==> src/rtl/reg_universal_shift_en_if.sv <==
`default_nettype none
// ============================================================================
//  Module   : reg_universal_shift_en_if
//  Purpose  : Bundles the control, data and status signals of the
//             universal shift register.
//  Ports    : EN, MODE, DP, SIN_R, SIN_L  - driven by the master
//             out, SOUT_R, SOUT_L,
//             shift_cnt, done              - driven by the register (slave)
//  Revision : 1.0 - initial release
// ============================================================================
interface reg_universal_shift_en_if #(
  parameter int BITS = 8
);
  localparam int CW = $clog2(BITS + 1);

  logic            EN;
  logic [2:0]      MODE;
  logic [BITS-1:0] DP;
  logic            SIN_R;
  logic            SIN_L;
  logic [BITS-1:0] out;
  logic            SOUT_R;
  logic            SOUT_L;
  logic [CW-1:0]   shift_cnt;
  logic            done;

  modport master (
    output EN, MODE, DP, SIN_R, SIN_L,
    input  out, SOUT_R, SOUT_L, shift_cnt, done
  );

  modport slave (
    input  EN, MODE, DP, SIN_R, SIN_L,
    output out, SOUT_R, SOUT_L, shift_cnt, done
  );
endinterface
`default_nettype wire

==> src/rtl/reg_universal_shift_en.sv <==
`default_nettype none
// ============================================================================
//  Module   : reg_universal_shift_en
//  Purpose  : BITS-wide universal shift register with enable: hold, load,
//             logical/arithmetic shifts, rotates and clear, plus a
//             saturating count of shifts since the last load/clear.
//  Ports    : clk  - rising-edge clock
//             rst  - synchronous active-high reset
//             bus  - reg_universal_shift_en_if.slave (EN, MODE, DP, SIN_R,
//                    SIN_L in; out, SOUT_R, SOUT_L, shift_cnt, done out)
//  Revision : 1.0 - initial release
// ============================================================================
module reg_universal_shift_en #(
  parameter int BITS = 8
) (
  input  wire                      clk,
  input  wire                      rst,
  reg_universal_shift_en_if.slave  bus
);
  localparam int CW = $clog2(BITS + 1);

  localparam logic [2:0] c_MODE_HOLD = 3'b000;
  localparam logic [2:0] c_MODE_LOAD = 3'b001;
  localparam logic [2:0] c_MODE_SHR  = 3'b010;
  localparam logic [2:0] c_MODE_SHL  = 3'b011;
  localparam logic [2:0] c_MODE_ROR  = 3'b100;
  localparam logic [2:0] c_MODE_ROL  = 3'b101;
  localparam logic [2:0] c_MODE_ASR  = 3'b110;
  localparam logic [2:0] c_MODE_CLR  = 3'b111;

  localparam logic [CW-1:0] c_CNT_MAX = CW'(BITS);

  logic [BITS-1:0] r_state;
  logic [CW-1:0]   r_cnt;
  logic [CW-1:0]   w_cnt_inc;

  // Counter saturates at BITS so done stays asserted through extra shifts.
  assign w_cnt_inc = (r_cnt == c_CNT_MAX) ? r_cnt : r_cnt + CW'(1);

  always_ff @(posedge clk) begin
    if (rst) begin
      r_state <= '0;
      r_cnt   <= '0;
    end else if (bus.EN) begin
      case (bus.MODE)
        c_MODE_HOLD: begin
          r_state <= r_state;
          r_cnt   <= r_cnt;
        end
        c_MODE_LOAD: begin
          r_state <= bus.DP;
          r_cnt   <= '0;
        end
        c_MODE_SHR: begin
          r_state <= {bus.SIN_R, r_state[BITS-1:1]};
          r_cnt   <= w_cnt_inc;
        end
        c_MODE_SHL: begin
          r_state <= {r_state[BITS-2:0], bus.SIN_L};
          r_cnt   <= w_cnt_inc;
        end
        c_MODE_ROR: begin
          r_state <= {r_state[0], r_state[BITS-1:1]};
          r_cnt   <= w_cnt_inc;
        end
        c_MODE_ROL: begin
          r_state <= {r_state[BITS-2:0], r_state[BITS-1]};
          r_cnt   <= w_cnt_inc;
        end
        c_MODE_ASR: begin
          r_state <= {r_state[BITS-1], r_state[BITS-1:1]};
          r_cnt   <= w_cnt_inc;
        end
        c_MODE_CLR: begin
          r_state <= '0;
          r_cnt   <= '0;
        end
        default: begin
          r_state <= r_state;
          r_cnt   <= r_cnt;
        end
      endcase
    end
  end

  assign bus.out       = r_state;
  // Serial outputs show the bit the next right/left shift will push out.
  assign bus.SOUT_R    = r_state[0];
  assign bus.SOUT_L    = r_state[BITS-1];
  assign bus.shift_cnt = r_cnt;
  assign bus.done      = (r_cnt == c_CNT_MAX);
endmodule
`default_nettype wire

==> src/flat_wrapper.sv <==
// flat-port wrapper written by rule: the top's interface ports become plain ports
module reg_universal_shift_en_flat 
#(
  parameter int BITS = 8
)
  (clk, rst, bus_EN, bus_MODE, bus_DP, bus_SIN_R, bus_SIN_L, bus_out, bus_SOUT_R, bus_SOUT_L, bus_shift_cnt, bus_done);
  reg_universal_shift_en_if #(.BITS(BITS)) bus_i ();
  input  wire clk;
  input  wire rst;
  input wire logic [$bits(bus_i.EN)-1:0] bus_EN;
  input wire logic [$bits(bus_i.MODE)-1:0] bus_MODE;
  input wire logic [$bits(bus_i.DP)-1:0] bus_DP;
  input wire logic [$bits(bus_i.SIN_R)-1:0] bus_SIN_R;
  input wire logic [$bits(bus_i.SIN_L)-1:0] bus_SIN_L;
  output wire logic [$bits(bus_i.out)-1:0] bus_out;
  output wire logic [$bits(bus_i.SOUT_R)-1:0] bus_SOUT_R;
  output wire logic [$bits(bus_i.SOUT_L)-1:0] bus_SOUT_L;
  output wire logic [$bits(bus_i.shift_cnt)-1:0] bus_shift_cnt;
  output wire logic [$bits(bus_i.done)-1:0] bus_done;
  assign bus_i.EN = bus_EN;
  assign bus_i.MODE = bus_MODE;
  assign bus_i.DP = bus_DP;
  assign bus_i.SIN_R = bus_SIN_R;
  assign bus_i.SIN_L = bus_SIN_L;
  assign bus_out = bus_i.out;
  assign bus_SOUT_R = bus_i.SOUT_R;
  assign bus_SOUT_L = bus_i.SOUT_L;
  assign bus_shift_cnt = bus_i.shift_cnt;
  assign bus_done = bus_i.done;
  reg_universal_shift_en #(.BITS(BITS)) u_core (.clk(clk), .rst(rst), .bus(bus_i));
endmodule
==> config.mk <==
export PLATFORM = sky130hd
export DESIGN_NAME = reg_universal_shift_en_flat
export DESIGN_NICKNAME = d
export VERILOG_FILES = /design/src/rtl/reg_universal_shift_en_if.sv /design/src/rtl/reg_universal_shift_en.sv /design/src/flat_wrapper.sv
export SDC_FILE = /design/constraint.sdc
export NUM_CORES = 1
export LEC_CHECK = 0
export ABC_AREA = 1
export CORE_MARGIN = 5
export CORE_UTILIZATION = 30
export DETAILED_ROUTE_END_ITERATION = 6
export PLACE_DENSITY = 0.63
export SETUP_SLACK_MARGIN = 0.5
export SYNTH_ARGS = -nofsm -noshare
export SYNTH_HDL_FRONTEND = slang
export SYNTH_SLANG_ARGS = --single-unit
==> constraint.sdc <==
create_clock -name clk -period 1.4 [get_ports clk]
set_input_delay 0.14 -clock clk [delete_from_list [all_inputs] [get_ports clk]]
set_output_delay 0.14 -clock clk [all_outputs]
set_load 0.005 [all_outputs]
==> flow_metrics.py, run 1 <==
metrics = {
    "status": {
        "status": "finished clean",
    },
    "cells_and_area": {
        "syn2layout_area_growth_pct": 78.7,
        "fin_util_pct": 57.1,
        "multiInputGateArea_um2": 617,
        "diodes": 0,
        "nets": 200,
        "n_fill_cell": 258,
        "layout-drive-gt1-share_pct": 51.4,
        "seq_area_um2": 265,
    },
    "routing": {
        "dr.pass1.iters": 4,
        "wire_per_inst_um": 11.9,
        "drcViolationCount": 0,
        "viasPerCell": 4.86,
        "ant_nets": 0,
        "routed_wl_um": 2500,
        "via_count": 1026,
        "drtIter0Drc": 16,
    },
    "sta": {
        "rsz0062_at_grt": "true",
        "fin_tns_setup_ns": 0,
        "maxSlewViolCount": 0,
        "worst_pin_slew_ns": 0.377,
        "final_hold_viol_count": 0,
        "fin_crit_sh_pct": 85.7,
        "fin_skew_ns": 0.00423,
        "setup_violations": 0,
        "period_minus_slack_ns": 1.20,
        "slew_headroom_pct": 74.8,
        "timing.fmax_mhz": 833,
    },
    "yosys": {
        "yosys-top-cells-area": "dfxtp_1, nand2_1, a21oi_1, nor2_1, o21ai_0",
        "yosysWarnings": 0,
        "ys_ff_latch": 12,
        "syn_avg_cell_area_um2": 6.15,
        "syn-cell-area_um2": 806,
        "synth_top_area_share_pct": 29.8,
        "syn_inst": 131,
        "synth.distinct_cells": 19,
        "yosysSeqAreaShare_pct": 29.8,
        "yosys.area.top_type": "dfxtp_1",
        "synth.net_count": 149,
    },
    "placed_design": {
        "portBuffers": 30,
        "gp_congestion": 0.822,
        "dp_hpwl_um": 1700,
    },
    "cts": {
        "cts_tree": "done",
        "htreeDepth": 1,
        "cts_buffers": 3,
        "cts_hold_buf": 0,
        "cts_max_path_buffers": 2,
        "clk_pin_slew_ns": 0.08,
        "clk_latency_ns": 0.27,
        "cts_sinks": 12,
        "clock-root-buffer": "clkbuf_4",
    },
    "setup_path": {
        "worstSetupStartpointType": "register",
        "critPathCaptureType": "primary output",
        "r2r-start": "u_core.bus.shift_cnt[0]$_SDFFE_PP0P_",
        "ff2ff_setup_slack_ns": 0.22,
        "reg2reg_depth": 6,
        "path_class": "register to primary output",
        "cp.arrival_ns": 1.06,
        "path_delay_family": "flip-flops",
        "cp_data_required_time_ns": 1.26,
        "crit_buf_inv": 2,
        "worst_path_max_delay_cell": "dfxtp_4",
        "crit_chain": "inv_2 > ha_4 > nand2_4 > nor2_4 > buf_2",
        "r2r-end": "u_core.bus.shift_cnt[2]$_SDFFE_PP0P_",
        "slowest_delay_ns": 0.35,
        "path_max_fanout": 2,
    },
    "hold_path": {
        "hold_path.class": "input port to register",
        "min_path_cells": 2,
        "hold_end": "u_core.bus.out[7]$_SDFFE_PP0P_",
        "hp-start": "rst",
    },
    "global_route": {
        "grt_pass1_vias": 955,
        "overflow": 0,
        "grt_pass1_wl_um": 3930,
        "grt_antenna_before_repair": 0,
        "grt_max_degree": 10,
        "grt_use_total_pct": 13.6,
    },
    "power_and_ir_drop": {
        "p_leak_uw": 0.000677,
        "vdd_drop_max_v": 0.000479,
        "p_per_area_mw_per_mm2": 667,
    },
    "run": {
        "maxCapViolations": 0,
    },
    "floorplanning": {
        "io_pins": 31,
        "initial_utilization_pct": 31.9,
        "die_w_um": 61.8,
        "die_y_um": 61.8,
        "core_mm2": 0.00252,
        "rows": 18,
        "dieArea_mm2": 0.00382,
    },
}
[sequential cells by signal (all words and copies together) (netlist names)]
signal,cells
u_core.bus.out,8
u_core.bus.shift_cnt,4
[how the worst max path moves through the flow]
stage | slack (ns) | from | endpoint | depth (start not counted)
floorplan | 0.25 | u_core.bus.shift_cnt[0]$_SDFFE_PP0P_ | u_core.bus.shift_cnt[1]$_SDFFE_PP0P_ | 9
global placement | -0.13 | bus_MODE[1] | u_core.bus.shift_cnt[1]$_SDFFE_PP0P_ | 6
detailed placement | -0.17 | bus_MODE[1] | u_core.bus.shift_cnt[1]$_SDFFE_PP0P_ | 6
CTS | 0.17 | u_core.bus.shift_cnt[0]$_SDFFE_PP0P_ | u_core.bus.shift_cnt[1]$_SDFFE_PP0P_ | 10
global route | 0.15 | u_core.bus.shift_cnt[0]$_SDFFE_PP0P_ | bus_done | 5
finish | 0.20 | u_core.bus.shift_cnt[0]$_SDFFE_PP0P_ | bus_done | 5
[cells in the final DEF, fill, tap and decap left out, types with 5 or more instances in the layout]
cell / instances
clkdlybuf4s50_1: 10
a21oi_1: 10
buf_6: 13
nand2_4: 5
nor2_1: 11
nand2_2: 5
nand2_1: 37
inv_2: 5
dfxtp_2: 8
a21oi_2: 8
buf_4: 10
o21ai_1: 7
buf_2: 12
[stage by stage]
stage	setup slack, ns	total power, uW	instance area (um^2)	std cells	hold WS [ns]
after floorplan	0.254	517	813	131	0.202
after global placement	-0.127	659	1190	195	0.501
after detailed placement	-0.169	661	1190	195	0.506
after CTS	0.166	908	1290	209	0.394
after global routing	0.146	1020	1440	211	0.152
final	0.200	961	1440	211	0.153
[cell families after synthesis]
family | share of synthesized area [%]
AO/OA/AOI/OAI | 18.5
AND/OR/NAND/NOR | 37.0
XOR/XNOR | 1.09
flip-flops | 29.8
buffers and inverters | 10.6
adder cells (fa/ha/maj) | 3.11
[cell usage after synthesis]
| cell type | instances |
|---|---|
| buf_6 | 1 |
| xnor2_1 | 1 |
| ha_1 | 2 |
| nand2_1 | 44 |
| clkinv_4 | 1 |
| nand4_1 | 1 |
| buf_4 | 2 |
| a21oi_2 | 1 |
| nor2_2 | 1 |
| nor2_1 | 16 |
| nand2_4 | 2 |
| inv_6 | 1 |
| inv_2 | 3 |
| o21ai_0 | 11 |
| a21oi_1 | 17 |
| dfxtp_1 | 12 |
| nand2_2 | 2 |
| nand3_1 | 5 |
| inv_1 | 8 |
[worst register-to-register path: cells and delay by family (launching register included)]
family / cells / cell delay (ns)
and+or+nand+nor: 2 / 0.25
adders and majority gates: 1 / 0.18
buffers and inverters: 1 / 0.12
DFF: 1 / 0.35
AOI/OAI and AO/OA: 1 / 0.10
xor gates and xnor gates: 1 / 0.12
[what timing repair did]
item,in CTS,in global routing
endpoints found under the hold margin,0,0
resized for setup,91,56
endpoints found under the setup margin,27,19
pin swaps,9,14
buffers inserted,10,2
[power breakdown]
part           internal, uW  switching (uW)
clock network           110             118
logic                   177             175
registers               363            16.7
[area by class of cell]
type | instances | share of cell area [%]
inverter | 13 | 4.60
timing repair buffer | 49 | 29.7
sequential | 12 | 18.4
tap | 30 | 2.61
multi-input combinational | 103 | 42.8
clock buffer | 4 | 1.82
[routing by layer]
metal  part of all wire (%)  global-route usage, %
met5                      0                      0
met3                    5.0                   3.10
met4                    1.3                   6.36
met2                     50                   21.8
met1                     43                   17.3
Note: power is estimated with default switching activity, not from simulation.
==> run 2: changes to the inputs <==
CTS_BUF_LIST = sky130_fd_sc_hd__clkbuf_4 sky130_fd_sc_hd__clkbuf_8 sky130_fd_sc_hd__clkbuf_16   (was not set)
DONT_BUFFER_PORTS = 1   (was not set)
PLACE_DENSITY = 0.49   (was 0.63)
==> run 2 against run 1 <==
Net effect: clock-buffer cell count unchanged; clock skew decreased by 0.0016 ns; non-clock buffer count decreased by 45; routed wire length decreased by 9.3%; worst hold slack got worse by 0.10 ns; critical path depth increased by 3; clock power increased by 13%; setup slack improved by 0.020 ns; maximum frequency increased by 1.7%; die area unchanged; global-route usage decreased by 0.71 points; via count decreased by 21%; largest power group unchanged.
==> flow_metrics.py, run 2 (same netlist as run 1, synthesis figures left out) <==
metrics = {
    "cells_and_area": {
        "seq_area_um2": 260,
        "multiInputGateArea_um2": 557,
        "final_common_cell": "nand2_1",
        "syn2layout_area_growth_pct": 22.5,
        "largest_reg_flops": 8,
        "final_cell_mix": "nand2_1, a21oi_1, nor2_1",
        "diodes": 0,
        "nets": 155,
        "layout-drive-gt1-share_pct": 30.1,
        "n_fill_cell": 282,
    },
    "routing": {
        "ant_nets": 0,
        "wire_per_inst_um": 13.7,
        "via_count": 807,
        "viasPerCell": 4.86,
        "drtIter0Drc": 41,
        "drcViolationCount": 0,
        "routed_wl_um": 2270,
        "dr.pass1.iters": 4,
    },
    "power_and_ir_drop": {
        "p_leak_uw": 0.000431,
        "vdd_drop_max_v": 0.000363,
        "p_per_area_mw_per_mm2": 840,
    },
    "hold_path": {
        "hold_path.class": "input port to register",
    },
    "global_route": {
        "overflow": 0,
        "grt_max_degree": 11,
        "grt_pass1_wl_um": 3620,
        "grt_use_total_pct": 12.9,
        "grt_antenna_before_repair": 0,
        "grt_pass1_vias": 771,
    },
    "sta": {
        "whs_ns": 0.0499,
        "final_hold_viol_count": 0,
        "worst_pin_slew_ns": 0.534,
        "slew_headroom_pct": 64.3,
        "maxSlewViolCount": 0,
        "timing.fmax_mhz": 848,
        "fin_skew_ns": 0.00265,
        "rsz0062_at_grt": "true",
        "fin_crit_sh_pct": 84.3,
        "fin_tns_setup_ns": 0,
        "setup_violations": 0,
        "period_minus_slack_ns": 1.18,
    },
    "cts": {
        "cts_buffers": 3,
        "cts_sinks": 12,
        "cts_max_path_buffers": 2,
        "clk_latency_ns": 0.27,
        "htreeDepth": 1,
        "clock-root-buffer": "clkbuf_4",
        "clk_pin_slew_ns": 0.09,
        "cts_tree": "done",
    },
    "floorplanning": {
        "rows": 18,
        "die_y_um": 61.8,
        "dieArea_mm2": 0.00382,
        "io_pins": 31,
        "die_w_um": 61.8,
        "initial_utilization_pct": 31.9,
        "core_mm2": 0.00252,
    },
    "setup_path": {
        "path_class": "register to register",
        "cp.arrival_ns": 1.39,
        "worstSetupStartpointType": "register",
        "critPathCaptureType": "register",
        "ff2ff_setup_slack_ns": 0.22,
        "path_max_fanout": 7,
        "cp_data_required_time_ns": 1.61,
    },
    "placed_design": {
        "dp_hpwl_um": 1660,
        "gp_congestion": 0.836,
        "portBuffers": 0,
    },
    "run": {
        "maxCapViolations": 0,
    },
    "status": {
        "status": "finished clean",
    },
}
==> run 2: routing by layer <==
metal / track usage, % / wire length [um] / vias to the layer above / share of wire (%)
met4: 4.55 / 19 / 0 / 0.84
li1: - / - / 431 / -
met5: 0 / 0 / - / 0
met3: 4.13 / 160 / 2 / 7.0
met1: 18.4 / 1100 / 357 / 49
met2: 18.1 / 986 / 17 / 43
==> run 2: final timing paths <==
path | from | endpoint | cells after the start
setup / recovery | u_core.bus.shift_cnt[0]$_SDFFE_PP0P_ | u_core.bus.shift_cnt[3]$_SDFFE_PP0P_ | 8
hold / removal | bus_MODE[0] | u_core.bus.out[6]$_SDFFE_PP0P_ | 3
hold reg to reg | u_core.bus.out[7]$_SDFFE_PP0P_ | u_core.bus.out[7]$_SDFFE_PP0P_ | 2
setup reg to reg | u_core.bus.shift_cnt[0]$_SDFFE_PP0P_ | u_core.bus.shift_cnt[3]$_SDFFE_PP0P_ | 8
==> run 2: final cells by class <==
| type | count | area share [%] |
|---|---|---|
| multi-input combinational | 103 | 56.4 |
| clock buffer | 4 | 3.04 |
| sequential | 12 | 26.4 |
| timing repair buffer | 4 | 3.68 |
| tap | 30 | 3.80 |
| inverter | 13 | 6.72 |
==> run 2: critical path, stage by stage (launching register included) <==
cell	delay, ns
dfxtp_4	0.39
inv_4	0.06
ha_4	0.13
nand2_4	0.04
nor2_4	0.10
nand2_2	0.07
nand2_4	0.12
nand2_1	0.08
a21oi_2	0.12
==> run 2: metrics by stage <==
stage / worst slack (ns) / cells / total power, uW / utilization (%) / cell area [um^2]
after detailed placement: 0.175 / 160 / 546 / 33.3 / 840
after global placement: 0.180 / 160 / 546 / 33.3 / 840
after CTS: 0.168 / 165 / 823 / 36.3 / 915
final: 0.220 / 166 / 829 / 39.1 / 987
after floorplan: 0.254 / 131 / 517 / - / 813
after global routing: 0.153 / 166 / 888 / 39.1 / 987
==> run 2: repair_timing <==
item,4_1_cts,5_1_grt
resized for setup,12,22
cloned,0,0
endpoints found under the setup margin,9,9
buffers inserted,0,1
pin swaps,9,12
endpoints found under the hold margin,3,0
hold buffers,1,0
==> run 2: power by group <==
group          switching, uW  internal [uW]
logic                    102           65.0
registers               39.6            364
clock network            128            130
==> run 3: changes to the inputs <==
clock period = 1.24 ns   (was 1.4 ns; I/O delays follow)
==> run 3 against run 2 <==
Net effect: non-clock buffer count grew 5; worst hold slack got worse by 0.046 ns; sequential power up 9.9%; register-to-register slack worse by 0.17 ns; core utilization up 4.0 points; sequential share of layout area fell by 0.59 points; routed wire length grew 4.2%; global-route usage grew 0.54 points; first-iteration DRC count shrank 56%; final cell count is 3.0% higher; die area is the same; clock-buffer cell count is the same.
==> flow_metrics.py, run 3 (same netlist as run 1, synthesis figures left out) <==
metrics = {
    "status": {
        "status": "finished clean",
    },
    "cts": {
        "cts_tree": "done",
        "cts_sinks": 12,
        "cts_max_path_buffers": 2,
        "clk_pin_slew_ns": 0.09,
        "htreeDepth": 1,
        "clk_latency_ns": 0.28,
        "clock-root-buffer": "clkbuf_4",
        "cts_buffers": 3,
    },
    "routing": {
        "drcViolationCount": 0,
        "wire_per_inst_um": 13.8,
        "ant_nets": 0,
        "dr.pass1.iters": 4,
        "via_count": 851,
        "drtIter0Drc": 18,
        "routed_wl_um": 2370,
        "viasPerCell": 4.98,
    },
    "cells_and_area": {
        "layout-drive-gt1-share_pct": 46.8,
        "multiInputGateArea_um2": 584,
        "largest_reg_flops": 8,
        "syn2layout_area_growth_pct": 34.9,
        "diodes": 0,
        "stdcell_count": 171,
        "seq_area_um2": 280,
        "n_fill_cell": 283,
        "final_common_cell": "nand2_1",
        "nets": 160,
        "final_cell_mix": "nand2_1, nand2_2, a21oi_1",
    },
    "sta": {
        "fin_ws_ns": 0.0196,
        "worst_pin_slew_ns": 0.313,
        "fin_skew_ns": 0.00767,
        "fin_crit_sh_pct": 98.4,
        "final_hold_viol_count": 0,
        "fin_tns_setup_ns": 0,
        "period_minus_slack_ns": 1.22,
        "slew_headroom_pct": 79.2,
        "rsz0062_at_grt": "true",
        "timing.fmax_mhz": 819,
        "maxSlewViolCount": 0,
        "setup_violations": 0,
    },
    "placed_design": {
        "portBuffers": 0,
        "dp.cells": 164,
        "dp_slack_ns": 0.0450,
        "gp_congestion": 0.767,
        "dp_hpwl_um": 1700,
    },
    "power_and_ir_drop": {
        "p_leak_uw": 0.000447,
        "finalPower_uw": 1000,
        "p_per_area_mw_per_mm2": 923,
        "vdd_drop_max_v": 0.000789,
    },
    "global_route": {
        "grt_pass1_vias": 853,
        "grt_use_total_pct": 13.4,
        "grt_antenna_before_repair": 0,
        "grt_pass1_wl_um": 3750,
        "grt_max_degree": 11,
        "overflow": 0,
    },
    "setup_path": {
        "cp_data_required_time_ns": 1.12,
        "path_delay_family": "flip-flops",
        "cp.arrival_ns": 1.10,
        "worst_path_max_delay_cell": "dfxtp_2",
        "critPathCaptureType": "primary output",
        "crit_buf_inv": 2,
        "path_max_fanout": 3,
        "path_class": "register to primary output",
        "worstSetupStartpointType": "register",
        "slowest_delay_ns": 0.34,
        "crit_chain": "inv_2 > ha_4 > nand2_4 > nor2_4 > buf_6",
    },
    "floorplanning": {
        "initial_utilization_pct": 31.9,
        "rows": 18,
        "die_w_um": 61.8,
        "io_pins": 31,
        "die_y_um": 61.8,
        "dieArea_mm2": 0.00382,
        "core_mm2": 0.00252,
    },
    "hold_path": {
        "hold_path.class": "input port to register",
    },
    "run": {
        "maxCapViolations": 0,
    },
}
run 3: cell types whose count changed in the layout (fill, tap and decap cells not counted), moves of 3 or more:
cell     previous run  this run
nand2_2             5        15
nand2_1            38        30
o21ai_0             8         0
o21ai_1             2        10
dfxtp_4             4        10
dfxtp_1             4         0
buf_6               1         4
run 3: path summary, 6_finish.rpt:
check,startpoint,endpoint,slack [ns],depth (start not counted)
setup reg to reg,u_core.bus.shift_cnt[1]$_SDFFE_PP0P_,u_core.bus.shift_cnt[1]$_SDFFE_PP0P_,0.05,9
hold / removal,bus_MODE[0],u_core.bus.out[6]$_SDFFE_PP0P_,0.004,3
hold reg to reg,u_core.bus.out[7]$_SDFFE_PP0P_,u_core.bus.out[7]$_SDFFE_PP0P_,0.54,2
setup / recovery,u_core.bus.shift_cnt[1]$_SDFFE_PP0P_,bus_done,0.02,5
run 3: timing repair:
action	4_1_cts	5_1_grt
pin swaps	4	8
hold buffers	1	0
buffers inserted	1	1
resized for setup	22	31
setup endpoints to repair	27	27
hold endpoints to repair	3	0
run 3: report_power, final:
| part | switching (uW) | internal [uW] |
|---|---|---|
| Sequential | 37.0 | 407 |
| Clock | 146 | 179 |
| Combinational | 136 | 98.9 |
| Total | 319 | 684 |
run 3: layout make-up:
| type | instances | share of cell area [%] |
|---|---|---|
| Tap cell | 30 | 3.45 |
| Clock buffer | 4 | 3.34 |
| Inverter | 13 | 5.87 |
| Timing Repair Buffer | 9 | 7.83 |
| Sequential cell | 12 | 25.8 |
| Multi-Input combinational cell | 103 | 53.7 |
run 3: through the flow:
step	util [%]	cell area, um^2	hold slack (ns)
detailed placement	35.1	885	0.181
CTS	39.0	985	0.0101
global route	43.1	1090	0.00376
global placement	35.1	885	0.180
finish	43.1	1090	0.00372
floorplan	-	828	0.179
run 3: routing by layer:
metal,wire length [um],GRT usage (%)
met5,0,0
met1,972,16.3
met4,16,3.64
met2,1210,22.1
met3,170,5.37
run 3: worst min-delay path, cell delays in order:
cell	delay, ns
o21ai_2	0.04
nand2_1	0.05
a21oi_1	0.05
